===== src/rtl/router_input_buffer.sv =====
// Per-port ingress buffer for the AXI-Stream NoC router.
// Flits are queued in a small FIFO. A routing header at the FIFO head has its
// destination decoded and latched before the header is offered downstream, so
// the routing stage sees a constant target for the whole packet. A one-bit
// virtual-channel grant alternates on every completed packet.
module router_input_buffer #(
  parameter int DATA_WIDTH           = 32,
  parameter int ID_WIDTH             = 4,
  parameter int DEPTH                = 8,
  parameter int MAX_ROUTERS_X        = 4,
  parameter int MAX_ROUTERS_X_WIDTH  = $clog2(MAX_ROUTERS_X),
  parameter int MAX_ROUTERS_Y        = 4,
  parameter int MAX_ROUTERS_Y_WIDTH  = $clog2(MAX_ROUTERS_Y),
  parameter int X_LSB                = 0,
  parameter int Y_LSB                = 8,
  parameter int CHANNEL_NUMBER_WIDTH = 4,
  parameter logic [ID_WIDTH-1:0] ROUTING_HEADER = 1
) (
  input  logic                            clk,
  input  logic                            rst,
  input  logic                            s_tvalid,
  output logic                            s_tready,
  input  logic [DATA_WIDTH-1:0]           s_tdata,
  input  logic                            s_tlast,
  input  logic [ID_WIDTH-1:0]             s_tid,
  output logic                            m_tvalid,
  input  logic                            m_tready,
  output logic [DATA_WIDTH-1:0]           m_tdata,
  output logic                            m_tlast,
  output logic [ID_WIDTH-1:0]             m_tid,
  output logic [MAX_ROUTERS_X_WIDTH-1:0]  target_x,
  output logic [MAX_ROUTERS_Y_WIDTH-1:0]  target_y,
  output logic [CHANNEL_NUMBER_WIDTH-1:0] current_grant,
  output logic                            route_valid,
  output logic [$clog2(DEPTH):0]          occupancy
);

  localparam int AW = $clog2(DEPTH);
  localparam int EW = ID_WIDTH + 1 + DATA_WIDTH;
  localparam logic [AW:0] FULL_CNT = (AW+1)'(DEPTH);

  localparam logic [1:0] ST_IDLE   = 2'd0;
  localparam logic [1:0] ST_HEADER = 2'd1;
  localparam logic [1:0] ST_BODY   = 2'd2;

  logic [EW-1:0] mem [DEPTH];

  logic [AW:0] wr_ptr_q, wr_ptr_d;
  logic [AW:0] rd_ptr_q, rd_ptr_d;
  logic [AW:0] count;
  logic        full, empty;
  logic        push, pop, hs, drop;

  logic [EW-1:0]           head;
  logic [ID_WIDTH-1:0]     head_tid;
  logic                    head_tlast;
  logic [DATA_WIDTH-1:0]   head_tdata;
  logic                    head_is_hdr;

  logic [1:0]                     state_q, state_d;
  logic [MAX_ROUTERS_X_WIDTH-1:0] tx_q, tx_d;
  logic [MAX_ROUTERS_Y_WIDTH-1:0] ty_q, ty_d;
  logic                           route_valid_q, route_valid_d;
  logic                           grant_q, grant_d;

  // FIFO bookkeeping; the extra pointer MSB separates full from empty.
  assign count       = wr_ptr_q - rd_ptr_q;
  assign full        = (count == FULL_CNT);
  assign empty       = (count == '0);
  assign head        = mem[rd_ptr_q[AW-1:0]];
  assign head_tid    = head[EW-1 -: ID_WIDTH];
  assign head_tlast  = head[DATA_WIDTH];
  assign head_tdata  = head[DATA_WIDTH-1:0];
  assign head_is_hdr = (head_tid == ROUTING_HEADER);

  assign s_tready      = ~full;
  assign occupancy     = count;
  assign m_tdata       = head_tdata;
  assign m_tlast       = head_tlast;
  assign m_tid         = head_tid;
  assign target_x      = tx_q;
  assign target_y      = ty_q;
  assign route_valid   = route_valid_q;
  assign current_grant = {{(CHANNEL_NUMBER_WIDTH-1){1'b0}}, grant_q};

  // Downstream valid: never in IDLE (header waits one cycle for its target).
  always_comb begin
    m_tvalid = 1'b0;
    case (state_q)
      ST_HEADER: m_tvalid = 1'b1;
      ST_BODY:   m_tvalid = ~empty;
      default:   m_tvalid = 1'b0;
    endcase
  end

  // Push/pop decisions; orphan body flits are discarded silently from IDLE.
  always_comb begin
    push     = s_tvalid & ~full;
    hs       = m_tvalid & m_tready;
    drop     = (state_q == ST_IDLE) & ~empty & ~head_is_hdr;
    pop      = hs | drop;
    wr_ptr_d = wr_ptr_q + (AW+1)'(push);
    rd_ptr_d = rd_ptr_q + (AW+1)'(pop);
  end

  // Packet FSM: latch target in IDLE, hold it until the TLAST handshake.
  always_comb begin
    state_d       = state_q;
    tx_d          = tx_q;
    ty_d          = ty_q;
    route_valid_d = route_valid_q;
    grant_d       = grant_q;
    case (state_q)
      ST_IDLE: begin
        if (!empty && head_is_hdr) begin
          tx_d          = head_tdata[X_LSB +: MAX_ROUTERS_X_WIDTH];
          ty_d          = head_tdata[Y_LSB +: MAX_ROUTERS_Y_WIDTH];
          route_valid_d = 1'b1;
          state_d       = ST_HEADER;
        end
      end
      ST_HEADER, ST_BODY: begin
        if (hs) begin
          if (head_tlast) begin
            state_d       = ST_IDLE;
            route_valid_d = 1'b0;
            grant_d       = ~grant_q;
          end else begin
            state_d = ST_BODY;
          end
        end
      end
      default: state_d = ST_IDLE;
    endcase
  end

  // Control state with asynchronous reset; buffered flits are discarded.
  always_ff @(posedge clk or posedge rst) begin
    if (rst) begin
      wr_ptr_q      <= '0;
      rd_ptr_q      <= '0;
      state_q       <= ST_IDLE;
      tx_q          <= '0;
      ty_q          <= '0;
      route_valid_q <= 1'b0;
      grant_q       <= 1'b0;
    end else begin
      wr_ptr_q      <= wr_ptr_d;
      rd_ptr_q      <= rd_ptr_d;
      state_q       <= state_d;
      tx_q          <= tx_d;
      ty_q          <= ty_d;
      route_valid_q <= route_valid_d;
      grant_q       <= grant_d;
    end
  end

  // Flit storage, written without reset; pointers define what is valid.
  always_ff @(posedge clk) begin
    if (push) begin
      mem[wr_ptr_q[AW-1:0]] <= {s_tid, s_tlast, s_tdata};
    end
  end

endmodule

===== config.mk =====
export PLATFORM = sky130hd
export DESIGN_NAME = router_input_buffer
export DESIGN_NICKNAME = d
export VERILOG_FILES = /design/src/rtl/router_input_buffer.sv
export SDC_FILE = /design/constraint.sdc
export NUM_CORES = 1
export LEC_CHECK = 0
export CAP_MARGIN = 40
export CORE_MARGIN = 2
export CORE_UTILIZATION = 25
export CTS_BUF_LIST = sky130_fd_sc_hd__clkbuf_4 sky130_fd_sc_hd__clkbuf_8
export DETAILED_ROUTE_END_ITERATION = 8
export PLACE_DENSITY = 0.37
export SLEW_MARGIN = 10
export SYNTH_ARGS = -nofsm -noshare
export SYNTH_HDL_FRONTEND = slang
export SYNTH_SLANG_ARGS = --single-unit

===== constraint.sdc =====
create_clock -name clk -period 6.1 [get_ports clk]
set_input_delay 1.22 -clock clk [delete_from_list [all_inputs] [get_ports clk]]
set_output_delay 1.22 -clock clk [all_outputs]
set_load 0.005 [all_outputs]

Word level (Yosys, flattened, before mapping)
Memories as Yosys holds them, arrays and structs flattened.
Index checks and enable logic that the tools add are counted.
{ "word_totals": {"input_bits": 41, "word_cells": 48, "memories": 1, "output_inout_bits": 52, "regBits": 16, "ram_bits": 296} }
{ "mem_list": {"columns": ["name", "words", "word_bits", "rd", "rd_clocked_by_memory_dff", "wr", "line", "text"], "rows": [
  ["mem", 8, 37, 1, 0, 1, "46", "logic [EW-1:0] mem [DEPTH];"]
]} }
{ "op_classes": {"n_reduce_logical": 10, "bitwise_logic": 9, "muxes": 11, "addsub": 3, "eq_ne": 7} }
{ "op_table": {"columns": ["cell", "count"], "rows": [
  ["$add 4x1->4", 2],
  ["$mux 2", 3],
  ["$mux 1", 5],
  ["$and 1x1->1", 4],
  ["$eq 4x1->1 const B", 1],
  ["$eq 4x4->1 const B", 1],
  ["$logic_not 4->1", 1],
  ["$ne 2x2->1 const B", 2],
  ["$not 1->1", 4],
  ["$pmux 1 s2", 2],
  ["$pmux 2 s2", 1],
  ["$reduce_and 2->1", 2],
  ["$reduce_and 4->1", 1],
  ["$sub 4x4->4", 1],
  ["$reduce_and 3->1", 1],
  ["$eq 2x1->1 const B", 1],
  ["$eq 2x2->1 const B", 1],
  ["$logic_not 2->1", 1],
  ["$ne 2x1->1 const B", 1],
  ["$reduce_bool 2->1", 1],
  ["$reduce_or 2->1", 1],
  ["$logic_and 1x1->1", 1],
  ["$logic_not 1->1", 1],
  ["$or 1x1->1", 1]
]} }

Longest topological paths before layout
Gate-level depths: netlist of the first run.
{ "depth": {"ltp_word": 7, "ltp_mapped": 14, "ltp_nobuf": 13} }

Worst setup path before layout of the first run
No wires, ideal clock.
{ "synth_timing": {"path_type": "register to register", "startpoint": "register rd_ptr_q[2]", "endpoint": "memory mem[1][0] (netlist name), enable pin", "arrival_ps": 4836, "path_buffers": 3, "setup_time_ps": 477, "path_slack_ps": 786, "stages_incl_launch_ff": 12, "period_less_slack_ps": 5314, "required_ps": 5623, "cell_sequence": "dfrtp_1 clkbuf_1 clkbuf_1 inv_2 clkbuf_1 ha_1 a21oi_1 and3_1 nor2_1 a21boi_1 nand2_1 nor3_1"} }
{ "synth_between": {"elab_chain_len": 6} }
{ "synth_rtl": {"columns": ["element", "line", "text"], "rows": [
  ["start: declaration", "49", "logic [AW:0] rd_ptr_q, rd_ptr_d;"],
  ["start signal: assignment", "149", "rd_ptr_q <= rd_ptr_d;"],
  ["$sub 4x4->4", "67", "assign count = wr_ptr_q - rd_ptr_q;"],
  ["net occupancy[3]", "35", "output logic [$clog2(DEPTH):0] occupancy"],
  ["$eq 4x4->1", "68", "assign full = (count == FULL_CNT);"],
  ["$not 1->1", "98", "push = s_tvalid & ~full;"],
  ["$and 1x1->1", "98", null],
  ["$mux 1", "160", "if (push) begin"],
  ["$mux 1 (not written as such)", "161", "mem[wr_ptr_q[AW-1:0]] <= {s_tid, s_tlast, s_tdata};"],
  ["end: declaration", "46", null]
]} }
The timed path passes the listed nets, and every way through them passes these cells.

Final worst setup path of the first run
{ "layout_timing": {"startpoint": "register wr_ptr_q[0]", "endpoint": "output m_tvalid"} }
{ "layout_between": {"elab_chain_len": 4} }
{ "layout_rtl": {"columns": ["element", "line", "text"], "rows": [
  ["start: declaration", "48", "logic [AW:0] wr_ptr_q, wr_ptr_d;"],
  ["start signal: assignment", "148", "wr_ptr_q <= wr_ptr_d;"],
  ["$sub 4x4->4", "67", null],
  ["$logic_not 4->1", "69", "assign empty = (count == '0);"],
  ["$not 1->1", "91", "ST_BODY: m_tvalid = ~empty;"],
  ["$pmux 1 s2", "89", "case (state_q)"],
  ["end: declaration", "26", "output logic m_tvalid,"]
]} }
Every way passes these cells.

==> results.txt, run 1 <==
CP endpoint kind: output port
F_max: 232 MHz
MaxCap Viol Count: 0
Cell mode on critical path: inv_1
DRT iter0 DRCs: 264
CP Cell Sequence: inv_1 -> ha_1 -> inv_1 -> fa_1 -> xor2_1 -> nor3_1 -> nand2b_1 -> o221a_2 -> clkdlybuf4s50_1
Drt pass-1 iters: 4
Cell Area, Placed: 0.0139 mm²
Buffers and inverters on the worst path: 3
Deepest clock path buffer count: 3
Die height: 224 µm
Clk_lat worst skew: 0.62 ns
Starting Density: 25.3%
Crit path arrival time: 3.09 ns
CP max-delay cell: clkdlybuf4s50_1
Worst-Margin Slew: 0.769 ns
Min-delay worst type: register to register
Static Leak: 4.94 nW
Row Count: 80
Psw: 2.33 mW
CP startpoint kind: register
Number of enable flip-flop cells after synthesis: 296
Synth cell types: 37
CTS Sinks: 312
Via Count: 5944
Core area: 0.0477 mm²
Final-stage net count: 790
Deepest level of the CTS H-tree: 2
Largest net degree at the start of global routing: 76
Clock transition at path regs: 0.07 ns
Post-cts repair resize count: 0
TNS Setup: 0 ns
Flops & latches, synth: 312
Fin crit share: 70.6%
Avg Cell Area, Syn: 20.2 µm²
CTS tree: built
Slew margin rel.: 48.6%
Postcts setup bufs: 0
Worst-path fanout max: 4
Switch share: 31.5%
Final instance area: 0.0149 mm²
CP top delay family: buffers and inverters
Syn. warnings: 0
Final antenna-violating net count: 0
Drt wl/cell: 21.1 µm
Sequential-to-total area share from yosys stat: 76.9%
IO Pins: 93
Global-route wire length before repair: 43900 µm
Synth-to-Final Area Change: 23.3%
Internal power component: 5.07 mW
Die Span X: 224 µm
Root buf cell: clkbuf_8
Worst vdd ir: 0.365 mV
PD cells: 497 mW/mm²
TritonCTS buffer count: 54
Max-slew violations: 0
Share of cells above drive strength 1: 26.0%
Crit-path max cell delay: 0.45 ns
Clk_skew: 0.0187 ns
Final min period: 4.31 ns
Vias/cell: 4.27
Reg power frac: 39.0%
Hold_buf cts: 0
Most used flip-flop cell after synthesis: edfxtp_1
R2R setup slack: 2.53 ns
Initial antenna violation count: 2
Comb pwr share: 36.1%
Outcome: complete, no violations
CP required: 4.88 ns
# DRC: 0
GP Congestion: 0.702
Post-synthesis cell count: 599
DPL Wire Length: 16500 µm
Clock share of power: 24.9%
Setup violations, final: 0
Area of the die: 0.0501 mm²
Post-Route WL: 29400 µm
IO Port Bufs: 89
Critical path class: register to output port
Final hold vios: 0
Post-Synthesis Cell Area: 0.0121 mm²
Async S/R FF share, synth: 5.13%
Unrepaired setup endpoints after global routing: no
GR Overflow Total: 0
Tot Pwr: 7.40 mW
Vias in the first global route: 6545
Total GRT Usage: 12.1%
[worst register-to-register path, delay by kind of cell (launching register included)]
kind                     cells  cell delay [ns]
AO/OA/AOI/OAI                1             0.37
XOR/XNOR                     1             0.25
AND/OR/NAND/NOR              3             1.09
buffers and inverters        3             0.59
flip-flops                   1             0.39
adder cells (fa/ha/maj)      2             0.55
[flip-flops by register name (all words and copies together) (netlist names)]
signal,flops
grant_q,1
mem,296
rd_ptr_q,4
route_valid,1
state_q,2
target_x,2
target_y,2
wr_ptr_q,4
[cell type report]
class	instances	area, µm²
fillers	4603	32800
flip-flops and latches	312	9300
multi-input cells	252	2680
repair buffers	109	1070
clock buffers	82	972
well taps	615	769
clock inverters	13	67.6
inverters	9	33.8
diodes	1	2.50
[cells in the final DEF, fill, tap and decap left out, types with 2 or more instances in the layout]
cell type / n
edfxtp_1: 296
nand2_1: 106
clkdlybuf4s50_1: 89
mux4_2: 73
clkbuf_8: 57
clkbuf_4: 25
buf_4: 18
dfrtp_1: 13
ha_1: 10
inv_1: 7
nor2_1: 7
nor2_4: 6
clkinv_2: 5
clkinv_1: 5
xor2_1: 4
a31oi_1: 4
mux2_2: 3
a21boi_1: 3
nand2b_1: 3
nand3_1: 3
xnor2_1: 3
conb_1: 3
nand3b_1: 2
a21oi_1: 2
and3_1: 2
o21ai_1: 2
inv_2: 2
and2_1: 2
a22o_1: 2
nor3_2: 2
clkinvlp_4: 2
dfrtp_4: 2
[routing by layer]
metal	track usage [%]	part of all wire, %	up-vias
li1	-	-	2662
met1	16.3	46	3117
met2	19.0	47	122
met3	2.91	4.5	41
met4	4.37	2.1	2
met5	0	0.031	-
[synth_stat cells (3+ instances only)]
master    count  area (µm²)
mux2_2        3        33.8
buf_2         7        35.0
buf_4         4        30.0
clkbuf_1     11        41.3
xor2_1        4        35.0
nor3_1        3        15.0
xnor2_1       3        26.3
nand3_1       3        15.0
nor2_1       13        48.8
a31oi_1       4        25.0
mux4_2       73        1640
edfxtp_1    296        8890
nand2_1     106         398
buf_1         4        15.0
a21boi_1      3        22.5
inv_1         7        26.3
nand2b_1      3        18.8
dfrtp_1      16         400
ha_1         10         125
[per-stage QoR]
stage	util [%]	hold slack, ns	setup WS, ns	instances
after detailed placement	29.0	0.464	2.22	1297
after global placement	29.0	0.467	2.19	1296
after global routing	31.2	0.499	1.57	1392
after floorplan	-	0.448	0.786	601
final	31.2	0.472	1.79	1393
after CTS	31.2	0.477	1.70	1392
[logic make-up (layout without fill, tap and decap cells)]
group	count (synthesis)	in the layout	share of synthesized area, %
DFF	312	312	76.9
xor gates and xnor gates	7	7	0.507
AOI/OAI and AO/OA	17	17	0.984
muxes	79	79	14.3
adders and majority gates	11	11	1.20
and+or+nand+nor	135	135	4.63
buffers and inverters	37	213	1.47
other	1	4	0.0310
[power by group through the flow]
stage | clock (mW) | combinational, mW | sequential (mW)
after floorplan | 0 | 1.49 | 2.90
after global placement | 0 | 2.74 | 2.91
after detailed placement | 0 | 2.78 | 2.93
after CTS | 1.93 | 2.78 | 2.89
after global routing | 2.02 | 2.95 | 2.92
final | 1.84 | 2.67 | 2.88
[final timing paths]
kind                             start     endpoint  depth (start not counted)
max                        wr_ptr_q[0]     m_tvalid                          9
min                            grant_q      grant_q                          1
max reg2reg                wr_ptr_q[0]    mem[2][7]                         10
min reg2reg                    grant_q      grant_q                          1
max in group asynchronous          rst  rd_ptr_q[1]                          2
min in group asynchronous          rst  target_x[0]                          2
Note: power is estimated with default switching activity, not from simulation.
==> run 2: changes to the inputs <==
Clock period 6.1 ns to 4.3 ns, I/O delays scaled along.
==> run 2 against run 1 <==
Net effect: wire length rose by 0.78%; cell area down 0.30%; sequential power grew 43%; clock power rose by 36%; global-route usage is 0.12 points lower; via count grew 1.1%; cell count increased by 0.29%; critical path depth shrank 2; clock skew down 0.0046 ns; hold slack better by 0.0054 ns; core utilization fell by 0.094 points.
==> results.txt, run 2 (same netlist as run 1, synthesis figures left out) <==
Final hold vios: 0
Root buf cell: clkbuf_8
CP required: 3.44 ns
Clk_skew: 0.0141 ns
CP Cell Sequence: inv_2 -> fa_1 -> xor2_1 -> nor3_1 -> nand2b_1 -> o221a_2 -> clkdlybuf4s50_1
Postcts setup bufs: 0
DPL Wire Length: 15900 µm
Post-Layout Cell Count: 1397
CP endpoint kind: output port
Final min period: 3.99 ns
# DRC: 0
HP Start: grant_q
Max-slew violations: 0
Vias/cell: 4.30
Initial antenna violation count: 2
Global-route wire length before repair: 43500 µm
F_max: 251 MHz
Die height: 224 µm
Total GRT Usage: 12.0%
Final-stage net count: 790
Crit path arrival time: 3.13 ns
IO Pins: 93
Slew margin rel.: 46.8%
Crit. Startpoint: rd_ptr_q[1]
Clk_lat worst skew: 0.58 ns
Synth-to-Final Area Change: 22.9%
Most frequent cells in the layout: 296 x edfxtp_1, 106 x nand2_1, 89 x clkdlybuf4s50_1
GR Overflow Total: 0
Core area: 0.0477 mm²
Post-Route Utilization: 31.1%
Fin crit share: 92.8%
Critical path class: register to output port
Hold_buf cts: 0
Final antenna-violating net count: 0
Drt wl/cell: 21.2 µm
CP startpoint kind: register
Cells after DPL: 1297
CP max-delay cell: dfrtp_4
Worst R2R Start: rd_ptr_q[1]
CTS Sinks: 312
Most common cell after layout, fill and taps aside: edfxtp_1
Worst-Margin Slew: 0.798 ns
Min-delay worst type: register to register
Vias in the first global route: 6615
Via Count: 6008
MaxCap Viol Count: 0
Clock transition at path regs: 0.06 ns
Min Hold Slack: 0.478 ns
DRT iter0 DRCs: 371
Deepest clock path buffer count: 3
Final instance area: 0.0149 mm²
PD cells: 699 mW/mm²
Largest register FFs: 296
GP Congestion: 0.675
Worst vdd ir: 0.391 mV
Cell Area, Placed: 0.0138 mm²
Static Leak: 4.92 nW
Setup violations, final: 0
Row Count: 80
Drt pass-1 iters: 4
Unrepaired setup endpoints after global routing: no
IO Port Bufs: 89
Starting Density: 25.3%
Outcome: complete, no violations
Share of cells above drive strength 1: 24.5%
CTS tree: built
Worst-path fanout max: 21
Largest net degree at the start of global routing: 76
Post-cts repair resize count: 0
Deepest level of the CTS H-tree: 2
Crit-path max cell delay: 0.62 ns
Post-Route WL: 29700 µm
TritonCTS buffer count: 54
Area of the die: 0.0501 mm²
Die Span X: 224 µm
## run 2: layer usage
| metal | part of all wire, % | global-route usage (%) | wire length, µm | vias to the layer above |
|---|---|---|---|---|
| li1 | - | - | - | 2665 |
| met1 | 44 | 15.3 | 13100 | 3168 |
| met2 | 50 | 20.2 | 14700 | 134 |
| met3 | 4.6 | 2.62 | 1360 | 39 |
| met4 | 1.7 | 3.74 | 498 | 2 |
| met5 | 0.044 | 0 | 13 | - |
## run 2: path summary, 6_finish.rpt
kind                                to  slack, ns  depth (start not counted)
max                           m_tvalid       0.31                          7
max in group asynchronous  rd_ptr_q[1]       3.10                          2
min                            grant_q       0.48                          1
min reg2reg                    grant_q       0.48                          1
max reg2reg                 mem[0][28]       1.00                          8
min in group asynchronous      grant_q       0.68                          2
## run 2: power breakdown
part	internal, mW	switching [mW]	total [mW]
registers	3.92	0.205	4.13
logic	1.81	1.93	3.74
clock network	1.33	1.17	2.50
total	7.07	3.31	10.4
## run 2: metrics by stage
| step | setup WS, ns | setup TNS (ns) | power (mW) |
|---|---|---|---|
| 2_1_floorplan | -0.0228 | -2.77 | 6.23 |
| 3_3_place_gp | 0.884 | 0 | 8.06 |
| 3_5_place_dp | 0.866 | 0 | 8.09 |
| 4_1_cts | 0.204 | 0 | 10.7 |
| 5_1_grt | 0.102 | 0 | 11.0 |
| 6_report | 0.311 | 0 | 10.4 |
## run 2: cell type report
cell class	count	area [µm²]
Clock buffer	70	882
Antenna cell	1	2.50
Timing Repair Buffer	109	1050
Sequential cell	312	9300
Multi-Input combinational cell	252	2690
Inverter	9	33.8
Clock inverter	29	120
Fill cell	4601	32900
Tap cell	615	769
## run 2: critical path: cells and delay by family (launching register included)
kind | cells | cell delay, ns
AOI/OAI and AO/OA | 1 | 0.26
xor gates and xnor gates | 1 | 0.19
adders and majority gates | 1 | 0.42
buffers and inverters | 2 | 0.63
DFF | 1 | 0.62
and+or+nand+nor | 2 | 0.43
==> run 3: changes to the inputs <==
Settings changed: MAX_ROUTING_LAYER from default to met4, PLACE_DENSITY 0.37 to 0.38.
Clock period 4.3 ns to 3.4 ns, I/O delays scaled along.
==> run 3 against run 2 <==
Net effect: clock skew rose by 0.023 ns; core utilization rose by 1.4 points; global-route usage rose by 0.56 points; sequential cell count did not move; critical endpoint is now m_tdata[20]; largest power group is now combinational logic.
==> results.txt, run 3 (same netlist as run 1, synthesis figures left out) <==
Outcome: complete, no violations
Worst R2R Start: rd_ptr_q[0]
Fin crit share: 97.0%
Vias in the first global route: 6821
Deepest level of the CTS H-tree: 2
F_max: 303 MHz
CP required: 2.72 ns
CTS tree: built
Max-slew violations: 0
Min Hold Slack: 0.491 ns
CP endpoint kind: output port
Largest register FFs: 296
MaxCap Viol Count: 0
Deepest clock path buffer count: 3
Total GRT Usage: 12.5%
IO Pins: 93
IO Port Bufs: 89
FILL cells: 4513
Post-Layout Cell Count: 1418
CP top delay family: buffers and inverters
Die height: 224 µm
Area of the die: 0.0501 mm²
Cell Area, Placed: 0.0141 mm²
R2R setup slack: 0.45 ns
Worst reg2reg path depth: 11
Pre-CTS setup slack: 0.442 ns
Worst-path fanout max: 10
Worst reg2reg endpoint: mem[3][15]
Final min period: 3.30 ns
Largest net degree at the start of global routing: 68
Most common cell after layout, fill and taps aside: edfxtp_1
Synth-to-Final Area Change: 28.4%
Drt wl/cell: 21.2 µm
Slew margin rel.: 50.5%
Drt pass-1 iters: 4
CP max-delay cell: mux4_2
Hold_buf cts: 0
Vias/cell: 4.30
Clock transition at path regs: 0.06 ns
CP Cell Sequence: buf_4 -> buf_16 -> mux4_2 -> nand2_1 -> nand2_1 -> clkdlybuf4s50_1
Crit path arrival time: 2.62 ns
TritonCTS buffer count: 56
TNS Setup: 0 ns
CP startpoint kind: register
# DRC: 0
Setup WS post-layout: 0.100 ns
CTS Sinks: 312
Clk_lat worst skew: 0.63 ns
DRT iter0 DRCs: 365
Clk_skew: 0.0376 ns
Setup violations, final: 0
Share of cells above drive strength 1: 29.0%
Post-Route WL: 30100 µm
Initial antenna violation count: 2
Row Count: 80
Final antenna-violating net count: 0
Global-route wire length before repair: 44300 µm
Final instance area: 0.0155 mm²
GR Overflow Total: 0
Crit-path max cell delay: 0.51 ns
Root buf cell: clkbuf_8
Die Span X: 224 µm
Core area: 0.0477 mm²
Worst vdd ir: 0.423 mV
Buffers and inverters on the worst path: 3
Critical path class: register to output port
Final hold vios: 0
Via Count: 6091
Final-stage net count: 811
Static Leak: 5.26 nW
Unrepaired setup endpoints after global routing: yes
Cell mode on critical path: nand2_1
Most frequent cells in the layout: 296 x edfxtp_1, 99 x nand2_1, 77 x clkdlybuf4s50_1
Starting Density: 25.3%
DPL Wire Length: 16600 µm
Min-delay worst type: primary input to asynchronous set/reset pin
PD cells: 913 mW/mm²
Worst-Margin Slew: 0.742 ns
Cells after DPL: 1303
GP Congestion: 0.678
-- run 3: power breakdown --
| part | total, mW | internal [mW] | switching [mW] |
|---|---|---|---|
| Combinational | 5.46 | 2.75 | 2.71 |
| Clock | 3.54 | 2.00 | 1.54 |
| Sequential | 5.17 | 4.96 | 0.206 |
-- run 3: what timing repair did --
action                     CTS  global route
setup buffers                3             5
gates resized for setup     18            22
setup endpoints to repair   19            31
gates cloned                 3             3
pin swaps                    2             3
-- run 3: worst max path at each step --
stage                start           to  slack [ns]  depth (start not counted)
2_1_floorplan  rd_ptr_q[2]    mem[2][0]       -0.06                         11
3_3_place_gp   wr_ptr_q[0]     m_tvalid        0.42                          9
3_5_place_dp   rd_ptr_q[0]     m_tvalid        0.44                          7
4_1_cts        rd_ptr_q[0]     m_tvalid       -0.04                          7
5_1_grt        rd_ptr_q[0]  m_tdata[30]       -0.04                          6
6_report       rd_ptr_q[0]  m_tdata[20]        0.10                          6
-- run 3: routing by layer --
metal	wire length [µm]	GRT usage, %	part of all wire, %
met1	13300	15.8	44
met2	14400	19.8	48
met3	1710	3.28	5.7
met4	637	3.98	2.1
met5	0	-	0
-- run 3: layout make-up --
cell class / count / area (µm²) / share of cell area [%]
antenna: 2 / 5.00 / 0.0323
clock buffer: 71 / 883 / 5.69
clock inverter: 29 / 233 / 1.50
inverter: 9 / 33.8 / 0.218
multi-input combinational: 252 / 2760 / 17.8
sequential: 312 / 9300 / 59.9
tap: 615 / 769 / 4.96
timing repair buffer: 128 / 1540 / 9.93
-- run 3: through the flow --
step / power [mW] / utilization, %
2_1_floorplan: 7.92 / -
3_3_place_gp: 10.4 / 29.5
3_5_place_dp: 10.4 / 29.5
4_1_cts: 14.3 / 32.1
5_1_grt: 15.0 / 32.5
6_report: 14.2 / 32.5
